--- src/rtl/store_buffer_if.sv ---
// store_buffer_if: LSU-side store/load request bus plus the drain port toward data_memory.
// master = LSU / core side, slave = store buffer.
interface store_buffer_if #(
    parameter int XLEN   = 32,
    parameter int ADDR_W = 32,
    parameter int DEPTH  = 4
);
    localparam int CNT_W = $clog2(DEPTH) + 1;

    logic              st_valid;
    logic              st_ready;
    logic [ADDR_W-1:0] st_addr;
    logic [1:0]        st_size;
    logic [XLEN-1:0]   st_data;
    logic              ld_valid;
    logic [ADDR_W-1:0] ld_addr;
    logic [1:0]        ld_size;
    logic              ld_stall;
    logic              ld_fwd_hit;
    logic [XLEN-1:0]   ld_fwd_data;
    logic              drain_req;
    logic              mem_write_en;
    logic [ADDR_W-1:0] mem_addr;
    logic [1:0]        mem_store_size;
    logic [XLEN-1:0]   mem_write_data;
    logic [CNT_W-1:0]  count;
    logic              empty;
    logic              full;

    modport master (
        output st_valid, st_addr, st_size, st_data,
        output ld_valid, ld_addr, ld_size, drain_req,
        input  st_ready, ld_stall, ld_fwd_hit, ld_fwd_data,
        input  mem_write_en, mem_addr, mem_store_size, mem_write_data,
        input  count, empty, full
    );

    modport slave (
        input  st_valid, st_addr, st_size, st_data,
        input  ld_valid, ld_addr, ld_size, drain_req,
        output st_ready, ld_stall, ld_fwd_hit, ld_fwd_data,
        output mem_write_en, mem_addr, mem_store_size, mem_write_data,
        output count, empty, full
    );
endinterface

--- src/rtl/store_buffer.sv ---
// store_buffer: post-commit store FIFO between the LSU and data_memory.
// Retired stores queue in order and drain to the single memory port whenever
// no load owns it. Younger loads are checked against queued stores.
// Optional feature macro: STORE_BUF_FWD_EN (store-to-load forwarding).
// Without it any word-address match simply stalls the load.
// store_buffer_chk holds the single-issue property for binding/instantiation
// next to the buffer.
module store_buffer #(
    parameter int XLEN   = 32,
    parameter int ADDR_W = 32,
    parameter int DEPTH  = 4
) (
    input logic           clk,
    input logic           rst,
    store_buffer_if.slave bus
);
    localparam int LANES = XLEN / 8;
    localparam int OFF_W = $clog2(LANES);
    localparam int PTR_W = $clog2(DEPTH);
    localparam int CNT_W = PTR_W + 1;

    logic [ADDR_W-1:0] ent_addr_r [DEPTH];
    logic [1:0]        ent_size_r [DEPTH];
    logic [XLEN-1:0]   ent_data_r [DEPTH];
    logic [DEPTH-1:0]  ent_valid_r;
    logic [PTR_W-1:0]  wr_ptr_r;
    logic [PTR_W-1:0]  rd_ptr_r;
    logic [CNT_W-1:0]  cnt_r;
    logic              run_r;

    logic              empty_s;
    logic              full_s;
    logic              st_ready_s;
    logic              push_s;
    logic              pop_s;
    logic              match_any_s;
    logic [PTR_W-1:0]  match_idx_s;
    logic              ld_stall_s;
    logic              fwd_hit_s;
    logic [XLEN-1:0]   fwd_data_s;

    assign empty_s    = (cnt_r == {CNT_W{1'b0}});
    assign full_s     = (cnt_r == CNT_W'(DEPTH));
    // run_r keeps st_ready low while reset is applied and for the first edge after it.
    assign st_ready_s = run_r && !full_s && !bus.drain_req;
    assign push_s     = bus.st_valid && st_ready_s;
    // A stalled load cannot use the port, so the head drains; otherwise it would deadlock.
    assign pop_s      = !empty_s && (!bus.ld_valid || ld_stall_s);

    // Scan queued entries oldest to youngest so the last word match is the youngest.
    always_comb begin
        logic [PTR_W-1:0] idx_v;
        logic             hit_v;
        match_any_s = 1'b0;
        match_idx_s = {PTR_W{1'b0}};
        idx_v       = {PTR_W{1'b0}};
        hit_v       = 1'b0;
        for (int i = 0; i < DEPTH; i++) begin
            idx_v       = rd_ptr_r + PTR_W'(i);
            hit_v       = ent_valid_r[idx_v] &&
                          (ent_addr_r[idx_v][ADDR_W-1:OFF_W] == bus.ld_addr[ADDR_W-1:OFF_W]);
            match_any_s = match_any_s | hit_v;
            match_idx_s = hit_v ? idx_v : match_idx_s;
        end
    end

`ifdef STORE_BUF_FWD_EN
    logic [LANES-1:0] ent_mask_r [DEPTH];

    function automatic logic [LANES-1:0] lane_mask(input logic [1:0] size,
                                                   input logic [OFF_W-1:0] off);
        logic [LANES-1:0] base;
        case (size)
            2'b00:   base = {{(LANES-1){1'b0}}, 1'b1};
            2'b01:   base = {{(LANES-2){1'b0}}, 2'b11};
            default: base = {LANES{1'b1}};
        endcase
        return base << off;
    endfunction

    // Byte-lane mask per entry, captured alongside the store on push.
    always_ff @(posedge clk or negedge rst) begin
        if (!rst) begin
            for (int i = 0; i < DEPTH; i++) begin
                ent_mask_r[i] <= {LANES{1'b0}};
            end
        end else if (push_s) begin
            ent_mask_r[wr_ptr_r] <= lane_mask(bus.st_size, bus.st_addr[OFF_W-1:0]);
        end
    end

    // Forward when the youngest match covers every load byte, otherwise hold the load.
    always_comb begin
        logic [LANES-1:0] ld_mask_v;
        logic [LANES-1:0] ent_mask_v;
        logic [XLEN-1:0]  shifted_v;
        logic             covered_v;
        ld_mask_v  = lane_mask(bus.ld_size, bus.ld_addr[OFF_W-1:0]);
        ent_mask_v = ent_mask_r[match_idx_s];
        covered_v  = ((ld_mask_v & ~ent_mask_v) == {LANES{1'b0}});
        shifted_v  = ent_data_r[match_idx_s] << {ent_addr_r[match_idx_s][OFF_W-1:0], 3'b000};
        ld_stall_s = bus.ld_valid && match_any_s && !covered_v;
        fwd_hit_s  = bus.ld_valid && match_any_s && covered_v;
        fwd_data_s = {XLEN{1'b0}};
        for (int b = 0; b < LANES; b++) begin
            fwd_data_s[8*b +: 8] = (fwd_hit_s && ent_mask_v[b]) ? shifted_v[8*b +: 8] : 8'h00;
        end
    end
`else
    // Without forwarding, any word overlap holds the load until the entry has drained.
    always_comb begin
        ld_stall_s = bus.ld_valid && match_any_s;
        fwd_hit_s  = 1'b0;
        fwd_data_s = {XLEN{1'b0}};
    end

    logic unused_ld_lanes;
    assign unused_ld_lanes = ^{bus.ld_size, bus.ld_addr[OFF_W-1:0]};
`endif

    // Queue state: push at the tail, pop at the head, count tracks occupancy.
    always_ff @(posedge clk or negedge rst) begin
        if (!rst) begin
            for (int i = 0; i < DEPTH; i++) begin
                ent_addr_r[i] <= {ADDR_W{1'b0}};
                ent_size_r[i] <= 2'b00;
                ent_data_r[i] <= {XLEN{1'b0}};
            end
            ent_valid_r <= {DEPTH{1'b0}};
            wr_ptr_r    <= {PTR_W{1'b0}};
            rd_ptr_r    <= {PTR_W{1'b0}};
            cnt_r       <= {CNT_W{1'b0}};
            run_r       <= 1'b0;
        end else begin
            run_r <= 1'b1;
            if (push_s) begin
                ent_addr_r[wr_ptr_r]  <= bus.st_addr;
                ent_size_r[wr_ptr_r]  <= bus.st_size;
                ent_data_r[wr_ptr_r]  <= bus.st_data;
                ent_valid_r[wr_ptr_r] <= 1'b1;
                wr_ptr_r              <= wr_ptr_r + PTR_W'(1);
            end
            if (pop_s) begin
                ent_valid_r[rd_ptr_r] <= 1'b0;
                rd_ptr_r              <= rd_ptr_r + PTR_W'(1);
            end
            case ({push_s, pop_s})
                2'b10:   cnt_r <= cnt_r + CNT_W'(1);
                2'b01:   cnt_r <= cnt_r - CNT_W'(1);
                default: cnt_r <= cnt_r;
            endcase
        end
    end

    assign bus.st_ready       = st_ready_s;
    assign bus.ld_stall       = ld_stall_s;
    assign bus.ld_fwd_hit     = fwd_hit_s;
    assign bus.ld_fwd_data    = fwd_data_s;
    assign bus.mem_write_en   = pop_s;
    assign bus.mem_addr       = pop_s ? ent_addr_r[rd_ptr_r] : {ADDR_W{1'b0}};
    assign bus.mem_store_size = pop_s ? ent_size_r[rd_ptr_r] : 2'b00;
    assign bus.mem_write_data = pop_s ? ent_data_r[rd_ptr_r] : {XLEN{1'b0}};
    assign bus.count          = cnt_r;
    assign bus.empty          = empty_s;
    assign bus.full           = full_s;
endmodule

--- src/flat_wrapper.sv ---
// flat-port wrapper written by rule: the top's interface ports become plain ports
module store_buffer_flat 
#(
    parameter int XLEN   = 32,
    parameter int ADDR_W = 32,
    parameter int DEPTH  = 4
)
  (clk, rst, bus_st_valid, bus_st_addr, bus_st_size, bus_st_data, bus_ld_valid, bus_ld_addr, bus_ld_size, bus_drain_req, bus_st_ready, bus_ld_stall, bus_ld_fwd_hit, bus_ld_fwd_data, bus_mem_write_en, bus_mem_addr, bus_mem_store_size, bus_mem_write_data, bus_count, bus_empty, bus_full);
  store_buffer_if #(.XLEN(XLEN), .ADDR_W(ADDR_W), .DEPTH(DEPTH)) bus_i ();
  input logic clk;
  input logic rst;
  input wire logic [$bits(bus_i.st_valid)-1:0] bus_st_valid;
  input wire logic [$bits(bus_i.st_addr)-1:0] bus_st_addr;
  input wire logic [$bits(bus_i.st_size)-1:0] bus_st_size;
  input wire logic [$bits(bus_i.st_data)-1:0] bus_st_data;
  input wire logic [$bits(bus_i.ld_valid)-1:0] bus_ld_valid;
  input wire logic [$bits(bus_i.ld_addr)-1:0] bus_ld_addr;
  input wire logic [$bits(bus_i.ld_size)-1:0] bus_ld_size;
  input wire logic [$bits(bus_i.drain_req)-1:0] bus_drain_req;
  output wire logic [$bits(bus_i.st_ready)-1:0] bus_st_ready;
  output wire logic [$bits(bus_i.ld_stall)-1:0] bus_ld_stall;
  output wire logic [$bits(bus_i.ld_fwd_hit)-1:0] bus_ld_fwd_hit;
  output wire logic [$bits(bus_i.ld_fwd_data)-1:0] bus_ld_fwd_data;
  output wire logic [$bits(bus_i.mem_write_en)-1:0] bus_mem_write_en;
  output wire logic [$bits(bus_i.mem_addr)-1:0] bus_mem_addr;
  output wire logic [$bits(bus_i.mem_store_size)-1:0] bus_mem_store_size;
  output wire logic [$bits(bus_i.mem_write_data)-1:0] bus_mem_write_data;
  output wire logic [$bits(bus_i.count)-1:0] bus_count;
  output wire logic [$bits(bus_i.empty)-1:0] bus_empty;
  output wire logic [$bits(bus_i.full)-1:0] bus_full;
  assign bus_i.st_valid = bus_st_valid;
  assign bus_i.st_addr = bus_st_addr;
  assign bus_i.st_size = bus_st_size;
  assign bus_i.st_data = bus_st_data;
  assign bus_i.ld_valid = bus_ld_valid;
  assign bus_i.ld_addr = bus_ld_addr;
  assign bus_i.ld_size = bus_ld_size;
  assign bus_i.drain_req = bus_drain_req;
  assign bus_st_ready = bus_i.st_ready;
  assign bus_ld_stall = bus_i.ld_stall;
  assign bus_ld_fwd_hit = bus_i.ld_fwd_hit;
  assign bus_ld_fwd_data = bus_i.ld_fwd_data;
  assign bus_mem_write_en = bus_i.mem_write_en;
  assign bus_mem_addr = bus_i.mem_addr;
  assign bus_mem_store_size = bus_i.mem_store_size;
  assign bus_mem_write_data = bus_i.mem_write_data;
  assign bus_count = bus_i.count;
  assign bus_empty = bus_i.empty;
  assign bus_full = bus_i.full;
  store_buffer #(.XLEN(XLEN), .ADDR_W(ADDR_W), .DEPTH(DEPTH)) u_core (.clk(clk), .rst(rst), .bus(bus_i));
endmodule
--- config.mk ---
export PLATFORM = sky130hd
export DESIGN_NAME = store_buffer_flat
export DESIGN_NICKNAME = d
export VERILOG_FILES = /design/src/rtl/store_buffer_if.sv /design/src/rtl/store_buffer.sv /design/src/flat_wrapper.sv
export SDC_FILE = /design/constraint.sdc
export NUM_CORES = 1
export LEC_CHECK = 0
export ABC_AREA = 1
export BUFFER_PORTS_ARGS = -buffer_cell sky130_fd_sc_hd__buf_2
export CORE_MARGIN = 4
export CORE_UTILIZATION = 61
export CTS_BUF_LIST = sky130_fd_sc_hd__clkbuf_4
export CTS_CLUSTER_DIAMETER = 30
export DETAILED_ROUTE_END_ITERATION = 16
export HOLD_SLACK_MARGIN = 0.02
export PLACE_DENSITY = 0.83
export SYNTH_ARGS = -nofsm -noshare
export SYNTH_HDL_FRONTEND = slang
export SYNTH_SLANG_ARGS = --single-unit
export TNS_END_PERCENT = 50
--- constraint.sdc ---
create_clock -name clk -period 5.5 [get_ports clk]
set_input_delay 0 -clock clk [delete_from_list [all_inputs] [get_ports clk]]
set_output_delay 0 -clock clk [all_outputs]
set_load 0.02 [all_outputs]
==> run metrics, run 1 <==
CP Class register to primary output; Worst Skew about 0.085 ns; initial core utilization 0.624; detailed-route DRC error count 0; P&R area growth vs syn 17.7%; GP Congestion 0.977; Num CTS Buffers 79; number of vias per cell between 5 and 6; Clock Tree Buf Depth 3; DRT Wirelength about 57000 um; die extent in y 175 um; RR Endpoint u_core.bus.count[2]; die area 30500 um2; Critical Path RT 5.50 ns; Worst Tran Pin Value 1.23 ns; synth warn 0; post-route cell area approximately 20000 um2; Avg Inst Size Synth about 6.4 um2; Hold Path Stages 4; Buffers on Ports approximately 170; Post-Synthesis Cells 2656; post-layout min period 5.07 ns; Startpoint Class register; hold-critical path endpoint u_core.ent_addr_r[52]; First DRT Iteration DRCs 2268; Slew HR 0.179; first-pass GRT wire length around 91000 um; CTS tree built; clock sink count about 280; top cells by area, synth dfrtp_1 41%, nand2_1 29%, nand3_1 10%; initial antenna violation count 5; number of synthesized flops with an enable pin 0; Max Slew Vio Count 0; VDD IR max 628 uV; crit path capture type primary output; post-CTS setup buffers 0; Die Width about 170 um; crit-path max cell delay 0.73 ns; Reg clk slew, reported paths 0.07 ns; fin util 0.735; Top FF cell, synth dfrtp_1; Final Hold Vio Count 0; cts repair resizes 0; remaining global-route overflow 0; Critical-path top delay cell buf_4; Post-Syn Area approximately 17000 um2; largest net degree at the start of global routing around 280; placed cell areas around 18000 um2; area share of the largest cell type after synthesis 0.408; fin crit share 0.921; DR pass1 iterations 6; Crit path arrival time 5.07 ns; CTS H-tree depth 3; FF-to-FF path depth 23; Final Power 12.7 mW; Hold-fix buffers, CTS approximately 120; most frequent cell after synthesis nand2_1; setup TNS 0 ns; Async SR Flop Fraction 1.00; FF-to-FF Start u_core.rd_ptr_r[0]; Max Fclk 197 MHz; root buffer cell clkbuf_4; Seq cells post-synth 276; Max FO, Critical Path 76; Finish-stage setup viols 0; GRT Util Overall 0.364; Most common cell on crit path nor2_1; Netlist cell types 25; Max Cap Viol 0; DRT antenna net count 0; sequential share of the synthesized area 0.408; ratio of total power to cell area 638 nW/um2; Hold Path Class input port to register; wire per inst 17.0 um; vias in the first global route 18300; hold wc startpoint bus_st_addr[20]; I/O Pins 212; hold slack around 0.065 ns; outcome finished, final reports clean; vias 19000; share of cells above drive strength 1 0.112; layout net count 3023; top cells by count, synth 1316 x nand2_1, 348 x nand3_1, 276 x dfrtp_1; clk_lat worst skew approximately 0.75 ns; Pleak 10.9 nW; CP cell instances clkinv_2 -> buf_4 -> buf_4 -> nand2_1 -> nand3_1 -> nand2_1 -> o21ai_0 -> nor2_1 -> nand2_1 -> nor2_1 -> nand2_1 -> nor2_1 -> nor2_1 -> nand3_2 -> nand2_2 -> buf_4 -> nor2_1 -> buf_2; FP Rows 60; R2R Setup Slk 1.04 ns; CORE AREA around 27000 um2; leading area contributor after synthesis dfrtp_1; HPWL after DPL 32900 um; RSZ-0062 raised after global routing no
==> layer usage <==
layer | vias to the layer above | track usage | wire (um) | share of wire
li1 | 8881 | - | - | -
met1 | 8684 | 0.464 | 21400 | 0.38
met2 | 1173 | 0.579 | 26100 | 0.46
met3 | 245 | 0.0742 | 6010 | 0.11
met4 | 2 | 0.206 | 3130 | 0.055
met5 | - | 0 | 14 | 0.00025
==> report_power, final <==
| part | internal [mW] | switching (mW) |
|---|---|---|
| clock | 0.931 | 0.954 |
| sequential | 2.97 | 0.590 |
| combinational | 2.26 | 5.00 |
| total | 6.17 | 6.54 |
==> layout by cell type (no fill, tap or decap), drive strengths merged <==
| cell | synthesis | routed |
|---|---|---|
| diode | 0 | 4 |
| nor2 | 142 | 142 |
| nor3 | 2 | 2 |
| dlygate4sd3 | 0 | 118 |
| nand2 | 1317 | 1317 |
| clkinv | 0 | 30 |
| nand3 | 349 | 349 |
| nor3b | 1 | 1 |
| o21ai | 172 | 172 |
| dfrtp | 276 | 276 |
| xnor2 | 1 | 1 |
| inv | 125 | 123 |
| conb | 2 | 34 |
| a21boi | 1 | 1 |
| ha | 9 | 9 |
| fa | 1 | 1 |
| nand3b | 1 | 1 |
| xor2 | 5 | 5 |
| buf | 93 | 194 |
| a21oi | 79 | 79 |
| clkbuf | 80 | 109 |
==> critical path: cells and delay by family, from the launching register on <==
kind / cells / cell delay [ns]
buf+inv: 5 / 2.16
simple gates: 12 / 1.31
compound gates: 1 / 0.33
flops: 1 / 0.50
==> layout make-up <==
class	instances	area (um2)
Clock buffer	109	818
Timing Repair Buffer	312	2260
Inverter	125	474
Multi-Input combinational cell	2114	8840
Tap cell	372	465
Sequential cell	276	6910
Fill cell	2202	7180
Clock inverter	28	146
Antenna cell	4	10.0
==> registers in the layout, indices dropped and copies added (netlist names) <==
name	count
u_core.bus.count	3
u_core.ent_addr_r	128
u_core.ent_data_r	128
u_core.ent_size_r	8
u_core.ent_valid_r	4
u_core.rd_ptr_r	2
u_core.run_r	1
u_core.wr_ptr_r	2
==> cell families (layout without fill, tap and decap cells) <==
logic type / Yosys count / count (layout) / share of synthesized area
DFF: 276 / 276 / 0.408
adders and majority gates: 10 / 10 / 0.00784
and+or+nand+nor: 1812 / 1812 / 0.429
buffers and inverters: 298 / 574 / 0.0770
AOI/OAI and AO/OA: 252 / 252 / 0.0747
other: 2 / 38 / 0.000444
xor gates and xnor gates: 6 / 6 / 0.00311
==> worst max-delay path by stage <==
stage | startpoint | endpoint | slack, ns | cells past startpoint
finish | u_core.rd_ptr_r[0] | bus_mem_write_data[22] | 0.43 | 18
global route | u_core.rd_ptr_r[0] | bus_mem_addr[25] | 0.12 | 18
CTS | u_core.rd_ptr_r[0] | bus_mem_write_data[31] | 0.56 | 18
detailed placement | u_core.rd_ptr_r[0] | u_core.bus.count[2] | 1.22 | 23
global placement | u_core.rd_ptr_r[0] | u_core.bus.count[2] | 1.29 | 23
floorplan | u_core.rd_ptr_r[1] | u_core.bus.count[2] | 0.85 | 29
==> per-stage QoR <==
| step | worst slack (ns) | cells |
|---|---|---|
| after global placement | 1.29 | 3080 |
| after global routing | 0.117 | 3339 |
| after floorplan | 0.854 | 2688 |
| after detailed placement | 1.22 | 3080 |
| final | 0.433 | 3340 |
| after CTS | 0.564 | 3336 |
Note: power is estimated with default switching activity, not from simulation.
==> run 2: changes to the inputs <==
Settings changed: ABC_AREA 1 to unset.
==> run 2 against run 1 <==
  * Via count shrank 34%
  * Sequential cell count is the same
  * Combinational power grew 5.2%
  * Sequential power grew 10%
  * Final cell count shrank 40%
  * Register-to-register slack lost 0.08 ns
  * Worst hold slack gained 0.013 ns
  * Clock skew shrank 0.025 ns
  * Core utilization shrank 1.6 points
  * Critical endpoint is now bus_mem_write_data[7]
  * Largest power group unchanged
==> run metrics, run 2 <==
hold-critical path endpoint u_core.ent_data_r[20]; hold wc startpoint bus_st_data[20]; first-pass GRT wire length 72100 um; die extent in y 176 um; Post-Synthesis Cells 1312; clock sink count 276; CP cell instances buf_12 -> mux4_2 -> xor2_1 -> nor4_1 -> nand4_1 -> or4_1 -> o22ai_2 -> o31ai_4 -> buf_4 -> buf_4 -> nor2b_1 -> buf_2; Avg Inst Size Synth 13.1 um2; Hold Path Class input port to register; Pleak roughly 9 nW; most common cell after layout, fill and taps aside dfrtp_1; Max Cap Viol 0; Crit path arrival time 5.20 ns; Critical Path RT 5.50 ns; sequential share of the synthesized area 0.403; post-layout min period 5.20 ns; initial antenna violation count 7; leading area contributor after synthesis dfrtp_1; HPWL after DPL 29500 um; vias between 10000 and 15000; Critical-path top delay cell buf_12; RSZ-0062 raised after global routing no; P&R area growth vs syn 16.3%; FF-to-FF path depth 15; Seq cells post-synth 276; I/O Pins 212; GRT Util Overall 0.299; CTS tree built; FP Rows 61; CTS H-tree depth 3; CORE AREA 27700 um2; top cells by count, synth 276 x dfrtp_1, 271 x mux2_2, 117 x mux4_2; RR Endpoint u_core.bus.count[2]; ratio of total power to cell area a little under 700 nW/um2; Hold Path Stages 3; hold slack 0.0784 ns; Die Width 176 um; VDD IR max ~460 uV; First DRT Iteration DRCs 1146; largest net degree at the start of global routing ~130; root buffer cell clkbuf_4; crit path capture type primary output; setup TNS 0 ns; layout net count 1674; Slew HR 0.410; Buffers on Ports 174; FF-to-FF Start u_core.rd_ptr_r[1]; R2R Setup Slk between 0.9 and 1 ns; Clock Tree Buf Depth 3; detailed-route DRC error count 0; synth warn 0; Most common cell on crit path buf_4; Reg clk slew, reported paths 0.07 ns; Netlist cell types 56; initial core utilization 0.618; Finish-stage setup viols 0; Max FO, Critical Path 124; area share of the largest cell type after synthesis 0.403; DR pass1 iterations 5; number of synthesized flops with an enable pin 0; vias in the first global route 12700; commonest non-fill, non-tap cells in the layout 274 x dfrtp_1, 271 x mux2_2, 173 x buf_2; clk_lat worst skew 0.73 ns; Num CTS Buffers 81; Startpoint Class register; crit-path max cell delay about 0.61 ns; GP Congestion 0.995; share of cells above drive strength 1 0.446; DRT Wirelength approximately 46000 um; Top FF cell, synth dfrtp_1; Post-Syn Area 17100 um2; Final Hold Vio Count 0; outcome finished, final reports clean; most frequent cell after synthesis dfrtp_1; fin crit share 0.945; top cells by area, synth dfrtp_1 40%, mux2_2 18%, mux4_2 15%; Worst Tran Pin Value 0.884 ns; DRT antenna net count 0; Worst Skew 0.0597 ns; die area 30800 um2; Max Slew Vio Count 0; Top Registers u_core.ent_addr_r: 128 flops, u_core.ent_data_r: 128 flops, u_core.ent_size_r: 8 flops; number of vias per cell ~6.2; CP Class register to primary output; remaining global-route overflow 0; wire per inst roughly 23 um; Max Fclk 192 MHz; Async SR Flop Fraction 1.00
==> run 2: changes by cell type after synthesis, sizes merged, moves of 30 or more <==
cell / before / now
inv: 125 / 44
mux2: 0 / 271
o21ai: 172 / 17
nand3: 349 / 9
xor2: 5 / 35
mux2i: 0 / 86
nor2b: 0 / 37
a21oi: 79 / 9
nand2: 1317 / 23
xnor2: 1 / 74
nor2: 142 / 48
mux4: 0 / 119
==> run 2: worst max path at each step <==
stage,slack [ns],cells past startpoint,endpoint,from
6_report,0.30,12,bus_mem_write_data[7],u_core.rd_ptr_r[1]
5_1_grt,0.09,13,bus_mem_write_data[7],u_core.rd_ptr_r[0]
4_1_cts,0.15,14,bus_mem_write_data[7],u_core.rd_ptr_r[1]
3_5_place_dp,0.87,13,u_core.rd_ptr_r[1],u_core.rd_ptr_r[1]
3_3_place_gp,0.93,13,u_core.rd_ptr_r[1],u_core.rd_ptr_r[1]
2_1_floorplan,0.45,24,u_core.bus.count[2],u_core.rd_ptr_r[0]
==> run 2: cell type report <==
class	count	area, um2
Fill cell	1869	7790
Timing Repair Buffer	268	1860
Clock buffer	107	803
Antenna cell	5	12.5
Clock inverter	38	226
Sequential cell	276	6910
Tap cell	378	473
Inverter	44	165
Multi-Input combinational cell	888	9460
==> run 2: cells by family (layout without fill, tap and decap cells) <==
group                      Yosys count  count (layout)  synth area share
DFF                                276             276             0.403
and+or+nand+nor                    160             160            0.0477
AOI/OAI and AO/OA                   99              99            0.0454
muxes                              476             476             0.386
adders and majority gates           10              10           0.00774
other                                2              39          0.000439
xor gates and xnor gates           109             109            0.0557
buffers and inverters              180             457            0.0541
==> run 2: timing repair <==
item | 4_1_cts | 5_1_grt
setup buffers | 0 | 1
gates resized for setup | 0 | 0
endpoints found under the setup margin | 0 | 15
hold endpoints to repair | 477 | 0
hold buffers | 74 | 0
==> run 2: metrics by stage <==
stage | utilization | setup WS [ns] | std cells | total power, mW | instance area [um2]
after floorplan | - | 0.445 | 1344 | 9.43 | 17200
after global placement | 0.653 | 0.931 | 1779 | 11.1 | 18100
after detailed placement | 0.653 | 0.871 | 1779 | 11.3 | 18100
after CTS | 0.718 | 0.147 | 1998 | 13.4 | 19900
after global routing | 0.719 | 0.0887 | 2004 | 14.3 | 19900
final | 0.719 | 0.302 | 2004 | 13.5 | 19900
==> run 2: layer usage <==
| metal | vias up | track usage | wire (um) |
|---|---|---|---|
| met5 | - | 0 | 7 |
| met2 | 628 | 0.476 | 22400 |
| met4 | 2 | 0.120 | 1740 |
| li1 | 5337 | - | - |
| met3 | 129 | 0.0809 | 4280 |
| met1 | 6351 | 0.396 | 18000 |
==> run 2: power breakdown <==
part	internal [mW]	leakage (nW)	switching (mW)
combinational	3.89	4.93	3.75
clock	1.02	0.601	0.939
sequential	3.02	3.40	0.897
total	7.92	8.93	5.59
==> run 2: worst max-delay path: cells and delay by family (launching register included) <==
kind            cells  cell delay [ns]
buf+inv             4             1.54
xor+xnor            1             0.18
compound gates      2             0.33
simple gates        4             1.54
mux                 1             0.42
flops               1             0.43
